[config.mk]
export PLATFORM = sky130hd
export DESIGN_NAME = alarm_mode_ctrl
export DESIGN_NICKNAME = d
export VERILOG_FILES = /design/src/rtl/alarm_mode_ctrl.sv
export SDC_FILE = /design/constraint.sdc
export NUM_CORES = 1
export LEC_CHECK = 0
export ABC_AREA = 1
export BUFFER_PORTS_ARGS = -buffer_cell sky130_fd_sc_hd__buf_2
export CORE_MARGIN = 5
export CORE_UTILIZATION = 45
export CTS_BUF_LIST = sky130_fd_sc_hd__clkbuf_4 sky130_fd_sc_hd__clkbuf_8
export DETAILED_ROUTE_END_ITERATION = 6
export GPL_TIMING_DRIVEN = 1
export PLACE_DENSITY = 0.71
export SYNTH_ARGS = -nofsm -noshare
export SYNTH_HDL_FRONTEND = slang
export SYNTH_SLANG_ARGS = --single-unit
[constraint.sdc]
create_clock -name clk_i -period 1.8 [get_ports clk_i]
set_input_delay 0.09 -clock clk_i [delete_from_list [all_inputs] [get_ports clk_i]]
set_output_delay 0.09 -clock clk_i [all_outputs]
set_load 0.05 [all_outputs]
[src/rtl/alarm_mode_ctrl.sv]
// alarm_mode_ctrl: top-level sequencer for the alarm clock.
// Converts debounced button levels into single-cycle presses. Steps the user
// through setting the time and the alarm, and holds the alarm registers.
// Detects an alarm match and runs the ring/snooze cycle that drives the buzzer.
// Ports:
//   clk_i, rst_i       clock, synchronous active-high reset
//   tick_1hz_i         one-cycle pulse per second
//   btn_{mode,inc,stop}_i  debounced button levels
//   time_{hh,mm,ss}_i  current time of day
//   mode_o             0 RUN,1 SET_T_HH,2 SET_T_MM,3 SET_A_HH,4 SET_A_MM,5 RINGING,6 SNOOZE
//   edit_{hh,mm}_o     value under edit
//   time_load_o        one-cycle load strobe with load_{hh,mm}_o
//   alarm_{hh,mm}_o    stored alarm, alarm_en_o armed flag
//   buzzer_o           high while ringing
module alarm_mode_ctrl #(
    parameter int unsigned SNOOZE_MIN = 5,
    parameter int unsigned RING_MAX_S = 60
) (
    input  logic       clk_i,
    input  logic       rst_i,
    input  logic       tick_1hz_i,
    input  logic       btn_mode_i,
    input  logic       btn_inc_i,
    input  logic       btn_stop_i,
    input  logic [4:0] time_hh_i,
    input  logic [5:0] time_mm_i,
    input  logic [5:0] time_ss_i,
    output logic [2:0] mode_o,
    output logic [4:0] edit_hh_o,
    output logic [5:0] edit_mm_o,
    output logic       time_load_o,
    output logic [4:0] load_hh_o,
    output logic [5:0] load_mm_o,
    output logic [4:0] alarm_hh_o,
    output logic [5:0] alarm_mm_o,
    output logic       alarm_en_o,
    output logic       buzzer_o
);

    localparam int unsigned RING_W = 7;
    localparam int unsigned SNZ_W  = 12;
    localparam logic [RING_W-1:0] RING_LAST = RING_W'(RING_MAX_S - 1);
    localparam logic [SNZ_W-1:0]  SNZ_LOAD  = SNZ_W'(SNOOZE_MIN * 60);

    typedef enum logic [2:0] {
        RUN      = 3'd0,
        SET_T_HH = 3'd1,
        SET_T_MM = 3'd2,
        SET_A_HH = 3'd3,
        SET_A_MM = 3'd4,
        RINGING  = 3'd5,
        SNOOZE   = 3'd6
    } state_t;

    state_t            state_q, state_d;
    logic [4:0]        edit_hh_q, edit_hh_d, load_hh_q, load_hh_d, alarm_hh_q, alarm_hh_d;
    logic [5:0]        edit_mm_q, edit_mm_d, load_mm_q, load_mm_d, alarm_mm_q, alarm_mm_d;
    logic              time_load_q, time_load_d, alarm_en_q, alarm_en_d, buzzer_q, buzzer_d;
    logic [RING_W-1:0] ring_q, ring_d;
    logic [SNZ_W-1:0]  snz_q, snz_d;
    logic              btn_mode_q, btn_inc_q, btn_stop_q;
    logic              stop_p, mode_p, inc_p, match;

    function automatic logic [4:0] inc_hh(input logic [4:0] v);
        return (v >= 5'd23) ? 5'd0 : v + 5'd1;
    endfunction

    function automatic logic [5:0] inc_mm(input logic [5:0] v);
        return (v >= 6'd59) ? 6'd0 : v + 6'd1;
    endfunction

    // Rising-edge presses with stop > mode > inc; lower-priority presses are dropped
    assign stop_p = btn_stop_i & ~btn_stop_q;
    assign mode_p = btn_mode_i & ~btn_mode_q & ~stop_p;
    assign inc_p  = btn_inc_i & ~btn_inc_q & ~stop_p & ~(btn_mode_i & ~btn_mode_q);

    assign match = alarm_en_q & tick_1hz_i & (time_hh_i == alarm_hh_q)
                 & (time_mm_i == alarm_mm_q) & (time_ss_i == 6'd0);

    // Next-state and register updates
    always_comb begin
        state_d     = state_q;
        edit_hh_d   = edit_hh_q;
        edit_mm_d   = edit_mm_q;
        time_load_d = 1'b0;
        load_hh_d   = load_hh_q;
        load_mm_d   = load_mm_q;
        alarm_hh_d  = alarm_hh_q;
        alarm_mm_d  = alarm_mm_q;
        alarm_en_d  = alarm_en_q;
        ring_d      = ring_q;
        snz_d       = snz_q;
        unique case (state_q)
            RUN: begin
                if (stop_p) begin
                    alarm_en_d = ~alarm_en_q;
                end else if (mode_p) begin
                    state_d   = SET_T_HH;
                    edit_hh_d = time_hh_i;
                    edit_mm_d = time_mm_i;
                end else if (match) begin
                    state_d = RINGING;
                    ring_d  = '0;
                end
            end
            SET_T_HH, SET_A_HH: begin
                if (stop_p) begin
                    state_d = RUN;
                end else if (mode_p) begin
                    state_d = (state_q == SET_T_HH) ? SET_T_MM : SET_A_MM;
                end else if (inc_p) begin
                    edit_hh_d = inc_hh(edit_hh_q);
                end
            end
            SET_T_MM: begin
                if (stop_p) begin
                    state_d = RUN;
                end else if (mode_p) begin
                    // Commit the time, then preload the editor with the current alarm
                    state_d     = SET_A_HH;
                    time_load_d = 1'b1;
                    load_hh_d   = edit_hh_q;
                    load_mm_d   = edit_mm_q;
                    edit_hh_d   = alarm_hh_q;
                    edit_mm_d   = alarm_mm_q;
                end else if (inc_p) begin
                    edit_mm_d = inc_mm(edit_mm_q);
                end
            end
            SET_A_MM: begin
                if (stop_p) begin
                    state_d = RUN;
                end else if (mode_p) begin
                    state_d    = RUN;
                    alarm_hh_d = edit_hh_q;
                    alarm_mm_d = edit_mm_q;
                    alarm_en_d = 1'b1;
                end else if (inc_p) begin
                    edit_mm_d = inc_mm(edit_mm_q);
                end
            end
            RINGING: begin
                if (stop_p) begin
                    state_d = RUN;
                end else if (inc_p) begin
                    state_d = SNOOZE;
                    snz_d   = SNZ_LOAD;
                end else if (tick_1hz_i) begin
                    if (ring_q >= RING_LAST) begin
                        state_d = RUN;
                    end else begin
                        ring_d = ring_q + RING_W'(1);
                    end
                end
            end
            SNOOZE: begin
                if (stop_p) begin
                    state_d = RUN;
                end else if (tick_1hz_i) begin
                    if (snz_q <= SNZ_W'(1)) begin
                        state_d = RINGING;
                        ring_d  = '0;
                        snz_d   = '0;
                    end else begin
                        snz_d = snz_q - SNZ_W'(1);
                    end
                end
            end
            default: state_d = RUN;
        endcase
        buzzer_d = (state_d == RINGING);
    end

    // State and output registers; button history tracks levels even in reset
    always_ff @(posedge clk_i) begin
        btn_mode_q <= btn_mode_i;
        btn_inc_q  <= btn_inc_i;
        btn_stop_q <= btn_stop_i;
        if (rst_i) begin
            state_q     <= RUN;
            edit_hh_q   <= '0;
            edit_mm_q   <= '0;
            time_load_q <= 1'b0;
            load_hh_q   <= '0;
            load_mm_q   <= '0;
            alarm_hh_q  <= '0;
            alarm_mm_q  <= '0;
            alarm_en_q  <= 1'b0;
            buzzer_q    <= 1'b0;
            ring_q      <= '0;
            snz_q       <= '0;
        end else begin
            state_q     <= state_d;
            edit_hh_q   <= edit_hh_d;
            edit_mm_q   <= edit_mm_d;
            time_load_q <= time_load_d;
            load_hh_q   <= load_hh_d;
            load_mm_q   <= load_mm_d;
            alarm_hh_q  <= alarm_hh_d;
            alarm_mm_q  <= alarm_mm_d;
            alarm_en_q  <= alarm_en_d;
            buzzer_q    <= buzzer_d;
            ring_q      <= ring_d;
            snz_q       <= snz_d;
        end
    end

    assign mode_o      = state_q;
    assign edit_hh_o   = edit_hh_q;
    assign edit_mm_o   = edit_mm_q;
    assign time_load_o = time_load_q;
    assign load_hh_o   = load_hh_q;
    assign load_mm_o   = load_mm_q;
    assign alarm_hh_o  = alarm_hh_q;
    assign alarm_mm_o  = alarm_mm_q;
    assign alarm_en_o  = alarm_en_q;
    assign buzzer_o    = buzzer_q;

endmodule

==> metrics.yaml <==
crit_type: "flip-flop to flip-flop"
ios: 62
crit_start: "btn_stop_q"
vdd_ir_drop_max_v: 0.000551
layout.nets: 651
worst-endpoint-required_ns: 2.09
htreeDepth: 3
core-area_mm2: 0.00761
drc: 0
yosys.cell_count.top_type: "nand2_1"
finalSetupViolations: 0
detailroute.via_count: 3625
antenna_found_initial: 0
critPathCaptureType: "flip-flop"
cap_violations: 0
grt_pass1_wl_um: 15600
synth_area_leaders: "dfxtp_1 35%, nand2_1 15%, nor2_1 8.7%"
powerDensity_mw_per_mm2: 736
netlist_area_mm2: 0.00347
slew_headroom: 0.733
status: "complete, no violations"
grt_pass1_vias: 3535
synthFlopType: "dfxtp_1"
fin_cells: 730
clk_pin_slew_worst_paths_ns: 0.07
cts-root-buf: "clkbuf_8"
die_h_um: 97.8
highest_layer: "met4"
gp_congestion: 0.864
fmax_mhz: 592
final_max_slew_viol_count: 0
critPathLaunchType: "flip-flop"
crit_end: "ring_q[1]"
num_rows: 32
whs_ns: 0.0531
wl_um: 9200
placed_area_mm2: 0.00395
worstHoldStart: "time_hh_i[3]"
reg2reg_to: "ring_q[1]"
cts_tree: "yes"
cts_buffers: 9
clockBufferDepth: 2
synth_edf_count: 0
grt_overflow: 0
tightest_slew_ns: 0.400
die-area_mm2: 0.00957
grt_max_degree: 23
wl_met3_um: 546
finalCritPeriodShare: 0.938
layout-drive-gt1-share: 0.204
rrSetupSlack_ns: 0.11
synth.avg_cell_area_um2: 6.39
io_buffer_count: 61
die_w_um: 97.8
clock_skew_ns: 0.0104
hold_viol: 0
dpl.hpwl_um: 6790
worstPathArrival_ns: 1.98
grt.total_usage: 0.196
fillCellCount: 774
hp-class: "input pin to flip-flop"
ys_warn_count: 0
leakagePower_nw: 2.06
initial_utilization: 0.456
synth_top_area_frac: 0.352
antenna_cells: 0
ys_seq_elements: 61
clock_latency_ns: 0.36
cp_max_fo: 7
avgRoutedWirePerCell_um: 12.6
syn_to_final_growth_pct: 22.5
first_iter_violations: 138
drtPass1Iterations: 4
synth_common_cells: "136 x nand2_1, 80 x nor2_1, 65 x inv_1"
timing.rr.start: "btn_stop_q"
ant_nets: 0
async_flop_share: 0
pre_cts_slack_ns: 0.0245
setup_ws_ns: 0.112
syn_nets: 571
grt_setup_unrepaired: "true"
yosysSeqAreaShare: 0.352
cts_sinks: 61
drt-met1-wl_um: 4090
netlist_instances: 543
reg2reg_depth: 13
met2_length_um: 4270
viasPerCell: 4.97
dp.cells: 709
stdcell_area_mm2: 0.00425
synth_cell_type_count: 33
netlist.top_cell.by_area: "dfxtp_1"
fin_crit_ns: 1.69
how the worst min path moves through the flow:
stage                         to  slack [ns]  cells past startpoint
global route        edit_hh_o[2]        0.08                      3
CTS                 edit_hh_o[3]        0.04                      3
floorplan              btn_inc_q        0.12                      0
global placement       btn_inc_q        0.21                      1
finish              edit_hh_o[3]        0.05                      3
detailed placement     btn_inc_q        0.22                      1
logic make-up after synthesis:
kind of cell    share of synthesized area
simple gates                        0.331
xor+xnor                           0.0429
flops                               0.352
compound gates                      0.156
fa+ha+maj                          0.0180
buf+inv                             0.100
flip-flops by register name, summed over array words and instances (netlist names):
| register | cells |
|---|---|
| btn_inc_q | 1 |
| load_mm_o | 6 |
| btn_mode_q | 1 |
| alarm_hh_o | 5 |
| edit_hh_o | 5 |
| btn_stop_q | 1 |
| time_load_o | 1 |
| edit_mm_o | 6 |
| buzzer_o | 1 |
| ring_q | 7 |
| alarm_mm_o | 6 |
| snz_q | 12 |
| alarm_en_o | 1 |
| load_hh_o | 5 |
| mode_o | 3 |
layer usage:
layer,vias up,track usage
met3,28,0.0457
met2,105,0.321
li1,1887,-
met1,1605,0.239
met5,-,0
met4,0,0.103
critical path: stages, from the launching register on:
cell and delay [ns]:
dfxtp_1 0.31, inv_1 0.06, nand2_4 0.09, buf_4 0.14, inv_1 0.10, nand2_2 0.10
nand2_1 0.05, nor2_1 0.14, nand2_1 0.11, nor2_4 0.23, nand2_4 0.11, nand2_1 0.08
nand2_1 0.04, nor2_1 0.07
cells in the final DEF, fill, tap and decap left out, types with 3 or more instances in the layout:
master / count
inv_2: 6
o21ai_1: 4
xnor2_1: 6
buf_2: 61
xor2_1: 11
dlygate4sd3_1: 3
dfxtp_1: 58
a21oi_1: 49
nor2_4: 7
clkbuf_8: 10
o21ai_0: 41
nor2_2: 4
nand2_1: 132
nand2_2: 6
nor3_1: 8
nand4_1: 3
nand3_1: 30
inv_1: 64
dfxtp_4: 3
ha_1: 4
buf_4: 18
nor2_1: 78
o211ai_1: 4
power by group:
group          internal, W  leakage, nW  switching, W  total, W
clock network     0.000703        0.103      0.000556   0.00126
logic             0.000140         1.46      0.000313  0.000453
registers          0.00138        0.496     0.0000404   0.00142
per-stage QoR:
step	power (W)	util	TNS, ns
detailed placement	0.00188	0.519	0
global route	0.00326	0.559	-0.107
finish	0.00313	0.559	0
floorplan	0.00174	-	0
global placement	0.00187	0.519	0
CTS	0.00314	0.549	0
repair_timing:
action                                 CTS  global route
endpoints found under the hold margin    3             0
buffers inserted                         0             2
hold buffers                             3             0
resized for setup                        0            17
setup endpoints to repair                0            20
area by class of cell:
type / instances / area, µm² / area share
flip-flops and latches: 61 / 1230 / 0.290
inverters: 71 / 269 / 0.0633
multi-input cells: 398 / 1950 / 0.459
repair buffers: 82 / 470 / 0.111
clock buffers: 12 / 153 / 0.0359
clock inverters: 4 / 47.5 / 0.0112
well taps: 102 / 128 / 0.0300
(Power assumes the default switching activity.)
